[config.mk]
export PLATFORM = sky130hd
export DESIGN_NAME = subservient_dbg_loader
export DESIGN_NICKNAME = d
export VERILOG_FILES = /design/src/rtl/subservient_dbg_loader.sv
export SDC_FILE = /design/constraint.sdc
export NUM_CORES = 1
export LEC_CHECK = 0
export ABC_AREA = 0
export CORE_ASPECT_RATIO = 1.2
export CORE_MARGIN = 5
export CORE_UTILIZATION = 40
export CTS_CLUSTER_SIZE = 8
export DETAILED_ROUTE_END_ITERATION = 16
export MAX_ROUTING_LAYER = met4
export PLACE_DENSITY = 0.79
export SYNTH_ARGS = -nofsm -noshare
export SYNTH_HDL_FRONTEND = slang
export SYNTH_SLANG_ARGS = --single-unit
[constraint.sdc]
create_clock -name i_clk -period 2.8 [get_ports i_clk]
set_input_delay 0.56 -clock i_clk [delete_from_list [all_inputs] [get_ports i_clk]]
set_output_delay 0.56 -clock i_clk [all_outputs]
set_load 0.1 [all_outputs]
[src/rtl/subservient_dbg_loader.sv]
// Firmware loader: packs a byte stream little-endian into 32-bit words and writes
// each word over the subservient debug Wishbone port while holding the core in debug mode.
module subservient_dbg_loader #(
    parameter int memsize     = 1024,
    parameter int aw          = $clog2(memsize),
    parameter int START_DELAY = 10,
    parameter int END_DELAY   = 10
) (
    input  logic          i_clk,
    input  logic          i_rst,
    input  logic          i_start,
    input  logic          i_byte_valid,
    input  logic [7:0]    i_byte_data,
    input  logic          i_byte_last,
    output logic          o_byte_ready,
    output logic          o_debug_mode,
    output logic [31:0]   o_wb_dbg_adr,
    output logic [31:0]   o_wb_dbg_dat,
    output logic [3:0]    o_wb_dbg_sel,
    output logic          o_wb_dbg_we,
    output logic          o_wb_dbg_stb,
    input  logic          i_wb_dbg_ack,
    output logic          o_done,
    output logic          o_error,
    output logic [aw:0]   o_byte_count
);

    localparam int MAXD = (START_DELAY > END_DELAY) ? START_DELAY : END_DELAY;
    localparam int DW   = (MAXD > 1) ? $clog2(MAXD) : 1;
    localparam int CW   = aw + 1;

    localparam logic [DW-1:0] START_LOAD = DW'(START_DELAY - 1);
    localparam logic [DW-1:0] END_LOAD   = DW'(END_DELAY - 1);
    localparam logic [DW-1:0] DLY_ONE    = DW'(1);
    localparam logic [CW-1:0] MEM_FULL   = CW'(memsize);
    localparam logic [CW-1:0] CNT_ONE    = CW'(1);

    typedef enum logic [2:0] {
        IDLE,
        SETTLE,
        COLLECT,
        WRITE,
        DRAIN,
        DONE
    } state_t;

    state_t          state_q;
    logic [DW-1:0]   dly_q;
    logic [CW-1:0]   count_q;
    logic [31:0]     dat_q;
    logic [31:0]     adr_q;
    logic            stb_q;
    logic            ready_q;
    logic            dbg_q;
    logic            done_q;
    logic            err_q;
    logic            last_q;

    logic accept;
    logic full;
    logic word_end;

    assign accept   = i_byte_valid & ready_q;
    assign full     = (count_q == MEM_FULL);
    assign word_end = (count_q[1:0] == 2'd3) | i_byte_last;

    always_ff @(posedge i_clk or posedge i_rst) begin
        if (i_rst) begin
            state_q <= IDLE;
            dly_q   <= '0;
            count_q <= '0;
            dat_q   <= '0;
            adr_q   <= '0;
            stb_q   <= 1'b0;
            ready_q <= 1'b0;
            dbg_q   <= 1'b0;
            done_q  <= 1'b0;
            err_q   <= 1'b0;
            last_q  <= 1'b0;
        end else begin
            case (state_q)
                IDLE, DONE: begin
                    if (i_start) begin
                        state_q <= SETTLE;
                        dly_q   <= START_LOAD;
                        dbg_q   <= 1'b1;
                        done_q  <= 1'b0;
                        err_q   <= 1'b0;
                        count_q <= '0;
                        dat_q   <= '0;
                    end
                end
                SETTLE: begin
                    if (dly_q == '0) begin
                        state_q <= COLLECT;
                        ready_q <= 1'b1;
                    end else begin
                        dly_q <= dly_q - DLY_ONE;
                    end
                end
                COLLECT: begin
                    if (accept) begin
                        if (full) begin
                            // Memory is full, so any partial word was already flushed.
                            err_q <= 1'b1;
                            if (i_byte_last) begin
                                state_q <= DRAIN;
                                ready_q <= 1'b0;
                                dly_q   <= END_LOAD;
                            end
                        end else begin
                            dat_q[{count_q[1:0], 3'b000} +: 8] <= i_byte_data;
                            count_q <= count_q + CNT_ONE;
                            if (word_end) begin
                                state_q <= WRITE;
                                ready_q <= 1'b0;
                                stb_q   <= 1'b1;
                                last_q  <= i_byte_last;
                                adr_q   <= {{(32-aw){1'b0}}, count_q[aw-1:2], 2'b00};
                            end
                        end
                    end
                end
                WRITE: begin
                    if (i_wb_dbg_ack) begin
                        stb_q <= 1'b0;
                        dat_q <= '0;
                        if (last_q) begin
                            state_q <= DRAIN;
                            dly_q   <= END_LOAD;
                        end else begin
                            state_q <= COLLECT;
                            ready_q <= 1'b1;
                        end
                    end
                end
                DRAIN: begin
                    if (dly_q == '0) begin
                        state_q <= DONE;
                        dbg_q   <= 1'b0;
                        done_q  <= 1'b1;
                    end else begin
                        dly_q <= dly_q - DLY_ONE;
                    end
                end
                default: state_q <= IDLE;
            endcase
        end
    end

    assign o_byte_ready = ready_q;
    assign o_debug_mode = dbg_q;
    assign o_wb_dbg_adr = adr_q;
    assign o_wb_dbg_dat = dat_q;
    assign o_wb_dbg_sel = {4{stb_q}};
    assign o_wb_dbg_we  = stb_q;
    assign o_wb_dbg_stb = stb_q;
    assign o_done       = done_q;
    assign o_error      = err_q;
    assign o_byte_count = count_q;

endmodule

Yosys cells after proc, flatten, opt, wreduce, memory -nomap -nowiden
Cells that the tools add are included.
{ "word_totals": {"reg_bits": 64, "inputBits": 14, "out_inout_bits": 85} }
{ "classes": {"add_sub_neg": 3, "n_eq_ne": 21, "n_shift": 2, "mux": 49, "n_bitwise": 3, "n_reduce_logical": 19} }
{ "ops": {"columns": ["operator", "count"], "rows": [
  ["$mux 32", 4],
  ["$pmux 32 s3", 1],
  ["$mux 11", 3],
  ["$bwmux 32", 1],
  ["$shift 8x7->32 const A", 1],
  ["$shiftx 8x7->32", 1],
  ["$mux 4", 7],
  ["$mux 3", 9],
  ["$ne 2x2->1 const B", 12],
  ["$pmux 11 s2", 1],
  ["$mux 1", 16],
  ["$pmux 4 s4", 1],
  ["$pmux 3 s5", 1],
  ["$reduce_and 7->1", 2],
  ["$reduce_and 4->1", 3],
  ["$add 11x1->11 const B", 1],
  ["$eq 11x11->1 const B", 1],
  ["$reduce_and 5->1", 2],
  ["$pmux 1 s2", 4],
  ["$reduce_and 8->1", 1],
  ["$neg 5->7", 1],
  ["$eq 3x2->1 const B", 2],
  ["$eq 3x3->1 const B", 2],
  ["$ne 3x3->1 const B", 2],
  ["other kinds (14)", 18]
]} }

Depth between registers and ports, before layout
{ "logic_depth": {"word_depth": 6, "mapped_depth": 9, "ltp_nobuf": 7} }

Worst setup path before layout
No wires, ideal clock.
{ "synth_timing": {"path_kind": "register to register", "startpoint": "register count_q[0] (netlist: o_byte_count[0])", "endpoint": "register count_q[9] (netlist: o_byte_count[9])", "setup_ns": 0.078, "t_arrival_ns": 2.730, "path_slack_ns": -0.007, "stages_incl_launch_ff": 9, "path_buffers": 1, "cell_sequence": "dfrtp_1 > inv_1 > ha_1 > nor2b_1 > clkbuf_1 > a41oi_1 > o211ai_2 > or4_1 > a21oi_1"} }
{ "synth_via": {"elab_chain_len": 4, "word_cells_on_any_way": 7, "classes_between": "add/sub (1); eq/ne (2); mux (3); reduce/logical (1)"} }
{ "synth_rtl": {"columns": ["item", "line_no", "text"], "rows": [
  ["start, declared", "49", "logic [CW-1:0] count_q;"],
  ["start signal, assigned", "113", "count_q <= count_q + CNT_ONE;"],
  ["$add 11x1->11", "113", null],
  ["$mux 11", "103", "if (full) begin"],
  ["$mux 11", "102", "if (accept) begin"],
  ["$pmux 11 s2", "81", "case (state_q)"]
]} }
Parallel ways exist; a longest one is shown, timed or not. The select of a mux whose other input is x is not followed.
A chain may end at the register's enable or synchronous reset.

Final worst setup path
{ "layout_timing": {"startpoint": "register count_q[0] (netlist: o_byte_count[0])", "endpoint": "register dat_q[11] (netlist: o_wb_dbg_dat[11])"} }
{ "layout_via": {"elab_chain_len": 6, "word_cells_on_any_way": 10, "classes_between": "add/sub (1); eq/ne (2); shift (2); mux (4); reduce/logical (1)"} }
{ "layout_rtl": {"columns": ["item", "line_no", "text"], "rows": [
  ["$neg 5->7", "112", "dat_q[{count_q[1:0], 3'b000} +: 8] <= i_byte_data;"],
  ["$shiftx 8x7->32 or $shift 8x7->32 (tied branches)", "112", null],
  ["$bwmux 32", "112", null],
  ["$mux 32", "103", null],
  ["$mux 32", "102", null],
  ["$pmux 32 s3", "81", null],
  ["end signal, assigned by index", "112", null],
  ["end, declared", "50", "logic [31:0] dat_q;"]
]} }
Parallel ways exist; a longest one is shown, timed or not. The select of a mux whose other input is x is not followed.

==> impl_metrics.env <==
export IMPL_layout_nets=460
export IMPL_dp_hpwl_um=6040
export IMPL_crit_type="reg2reg"
export IMPL_synthCells=371
export IMPL_first_pass_iters=4
export IMPL_dr_total_vias=2806
export IMPL_power_density_mw_per_mm2=469
export IMPL_yosysWarnings=0
export IMPL_mostFrequentLayoutCells="nand2_1, buf_4, dfrtp_1"
export IMPL_start_util_pct=41.0
export IMPL_syn_area_mm2=0.00351
export IMPL_required_ns=3.00
export IMPL_hp_class="reg2reg"
export IMPL_worst_path_max_delay_cell="o221ai_2"
export IMPL_cp_cell_sequence="inv_1 -> ha_1 -> nor2b_1 -> a31oi_1 -> o221ai_2 -> o21ai_0"
export IMPL_tightest_slew_ns=0.713
export IMPL_cp_arrival_ns=2.58
export IMPL_cap_violations=0
export IMPL_max_stage_delay_ns=0.55
export IMPL_rows=37
export IMPL_min_period_ns=2.38
export IMPL_setup_tns_ns=0
export IMPL_critPathLaunchType="register"
export IMPL_setup_violations=0
export IMPL_fmax_ghz=0.419
export IMPL_drive_gt1_share_pct=23.9
export IMPL_cts_num_sinks=64
export IMPL_synth_cell_types=54
export IMPL_rsz0062_at_grt="false"
export IMPL_die_y_um=113
export IMPL_grt_pass1_vias=2762
export IMPL_yosys_area_top_type_share_pct=45.6
export IMPL_ys_ff_latch=64
export IMPL_worstSkewPairLatency_ns=0.34
export IMPL_clk_pin_slew_worst_paths_ns=0.07
export IMPL_drv_slew=0
export IMPL_clockBufferDepth=2
export IMPL_period_share_pct=85.2
export IMPL_ios=99
export IMPL_ys_seq_area_share_pct=45.6
export IMPL_grt_pass1_wl_um=13300
export IMPL_max_vdd_ir_drop_mv=0.273
export IMPL_io_buffers=74
export IMPL_cts_root_buf="clkbuf_8"
export IMPL_ys_async_sr_fraction_pct=100
export IMPL_final_util_pct=50.2
export IMPL_cts_buffers=9
export IMPL_drt_iter0_markers=155
export IMPL_place_congestion=0.871
export IMPL_antenna_found_initial=0
export IMPL_fin_worst_skew_ns=0.00848
export IMPL_synthTopCellsByArea="dfrtp_1, nand2_1, buf_4"
export IMPL_ctsHtreeMaxLevel=3
export IMPL_diodes=0
export IMPL_syn_area_per_cell_um2=9.47
export IMPL_die_area_mm2=0.0108
export IMPL_r2r_slack_ns=0.42
export IMPL_p_leak_uw=0.00208
export IMPL_cts_tree="done"
export IMPL_final_hold_viol_count=0
export IMPL_synth_top_cell_by_area="dfrtp_1"
export IMPL_cp_end_kind="register"
export IMPL_cts_resized=0
export IMPL_grt_overflow=0
export IMPL_final_common_cell="nand2_1"
export IMPL_die_w_um=95.5
export IMPL_synth_flop_cell="dfrtp_1"
export IMPL_grt_usage_pct=16.1
export IMPL_drc=0
export IMPL_n_fill_cell=823
export IMPL_viasPerCell=5.00
export IMPL_relSlewSlack_pct=52.1
export IMPL_crit_fanout=16
export IMPL_core_mm2=0.00856
export IMPL_wl_per_cell_um=14.8
export IMPL_grt_max_degree=65
export IMPL_antenna_left=0
export IMPL_synth_edff_count=0
export IMPL_hold_buffers=0
export IMPL_status="finished clean"
export IMPL_wl_um=8320
export IMPL_postCtsSetupRepairBufs=0
export IMPL_syn2layout_area_growth_pct=22.4
## per-layer routing
layer | vias up | wire length, um | GRT usage (%)
li1 | 1360 | - | -
met1 | 1341 | 3570 | 20.0
met2 | 95 | 4070 | 25.0
met3 | 10 | 579 | 4.83
met4 | 0 | 92 | 5.22
met5 | - | 0 | -
## sequential cells by signal, indices dropped and copies added, names as in the netlist, 3 cells and up
signal / cells
dly_q: 4
o_byte_count: 11
o_wb_dbg_adr: 8
o_wb_dbg_dat: 32
state_q: 3
## where the power goes
group	internal, uW	leakage, uW	switching [uW]
clock	544	0.000112	348
sequential	925	0.000870	0.528
combinational	23.7	0.00110	177
## Yosys cell counts (5+ instances only)
| master | instances |
|---|---|
| nor2b_1 | 5 |
| buf_2 | 6 |
| nand2_1 | 72 |
| inv_1 | 18 |
| a21oi_1 | 8 |
| nand2b_1 | 5 |
| dfrtp_1 | 64 |
| ha_1 | 6 |
| o31ai_1 | 11 |
| xor2_1 | 7 |
| mux2_2 | 8 |
| a31oi_1 | 5 |
| nand3_1 | 5 |
| buf_4 | 34 |
| nor2_1 | 20 |
| o21ai_0 | 35 |
## per-stage QoR
stage | cells | setup slack (ns) | power, uW | hold slack [ns] | instance area [um^2]
floorplan | 394 | 0.117 | 1130 | 0.472 | 3600
global placement | 546 | 0.264 | 1140 | 0.463 | 4080
detailed placement | 546 | 0.211 | 1140 | 0.472 | 4080
CTS | 561 | 0.397 | 2030 | 0.486 | 4300
global route | 561 | 0.0980 | 2090 | 0.511 | 4300
finish | 561 | 0.416 | 2020 | 0.478 | 4300
## worst paths after layout
check                                 from          endpoint  depth (start not counted)
max in group asynchronous            i_rst   o_byte_count[0]                          3
min reg2reg                o_wb_dbg_dat[5]   o_wb_dbg_dat[5]                          2
max reg2reg                o_byte_count[0]  o_wb_dbg_dat[11]                          6
min in group asynchronous            i_rst  o_wb_dbg_dat[18]                          3
max                        o_byte_count[0]  o_wb_dbg_dat[11]                          6
min                        o_wb_dbg_dat[5]   o_wb_dbg_dat[5]                          2
## final cells by class
class / count / area (um^2) / area share, %
multi-input cells: 266 / 1610 / 37.5
inverters: 19 / 71.3 / 1.66
well taps: 117 / 146 / 3.41
clock inverters: 3 / 65.1 / 1.51
clock buffers: 12 / 155 / 3.61
repair buffers: 80 / 646 / 15.0
flip-flops and latches: 64 / 1600 / 37.3
## critical path, delay by kind of cell (launching register included)
kind / cells / cell delay, ns
and+or+nand+nor: 1 / 0.49
AOI/OAI and AO/OA: 3 / 0.94
DFF: 1 / 0.49
buffers and inverters: 1 / 0.12
adders and majority gates: 1 / 0.20
## cell families (layout without fill, tap and decap cells)
| group | Yosys count | after routing | synth area share, % |
|---|---|---|---|
| multiplexers | 11 | 11 | 3.42 |
| AND/OR/NAND/NOR | 135 | 135 | 19.3 |
| adder cells (fa/ha/maj) | 6 | 6 | 2.14 |
| buffers and inverters | 64 | 114 | 10.9 |
| XOR/XNOR | 8 | 8 | 2.21 |
| AO/OA/AOI/OAI | 82 | 82 | 16.3 |
| flip-flops | 64 | 64 | 45.6 |
| other | 1 | 24 | 0.107 |
(Power assumes the default switching activity.)
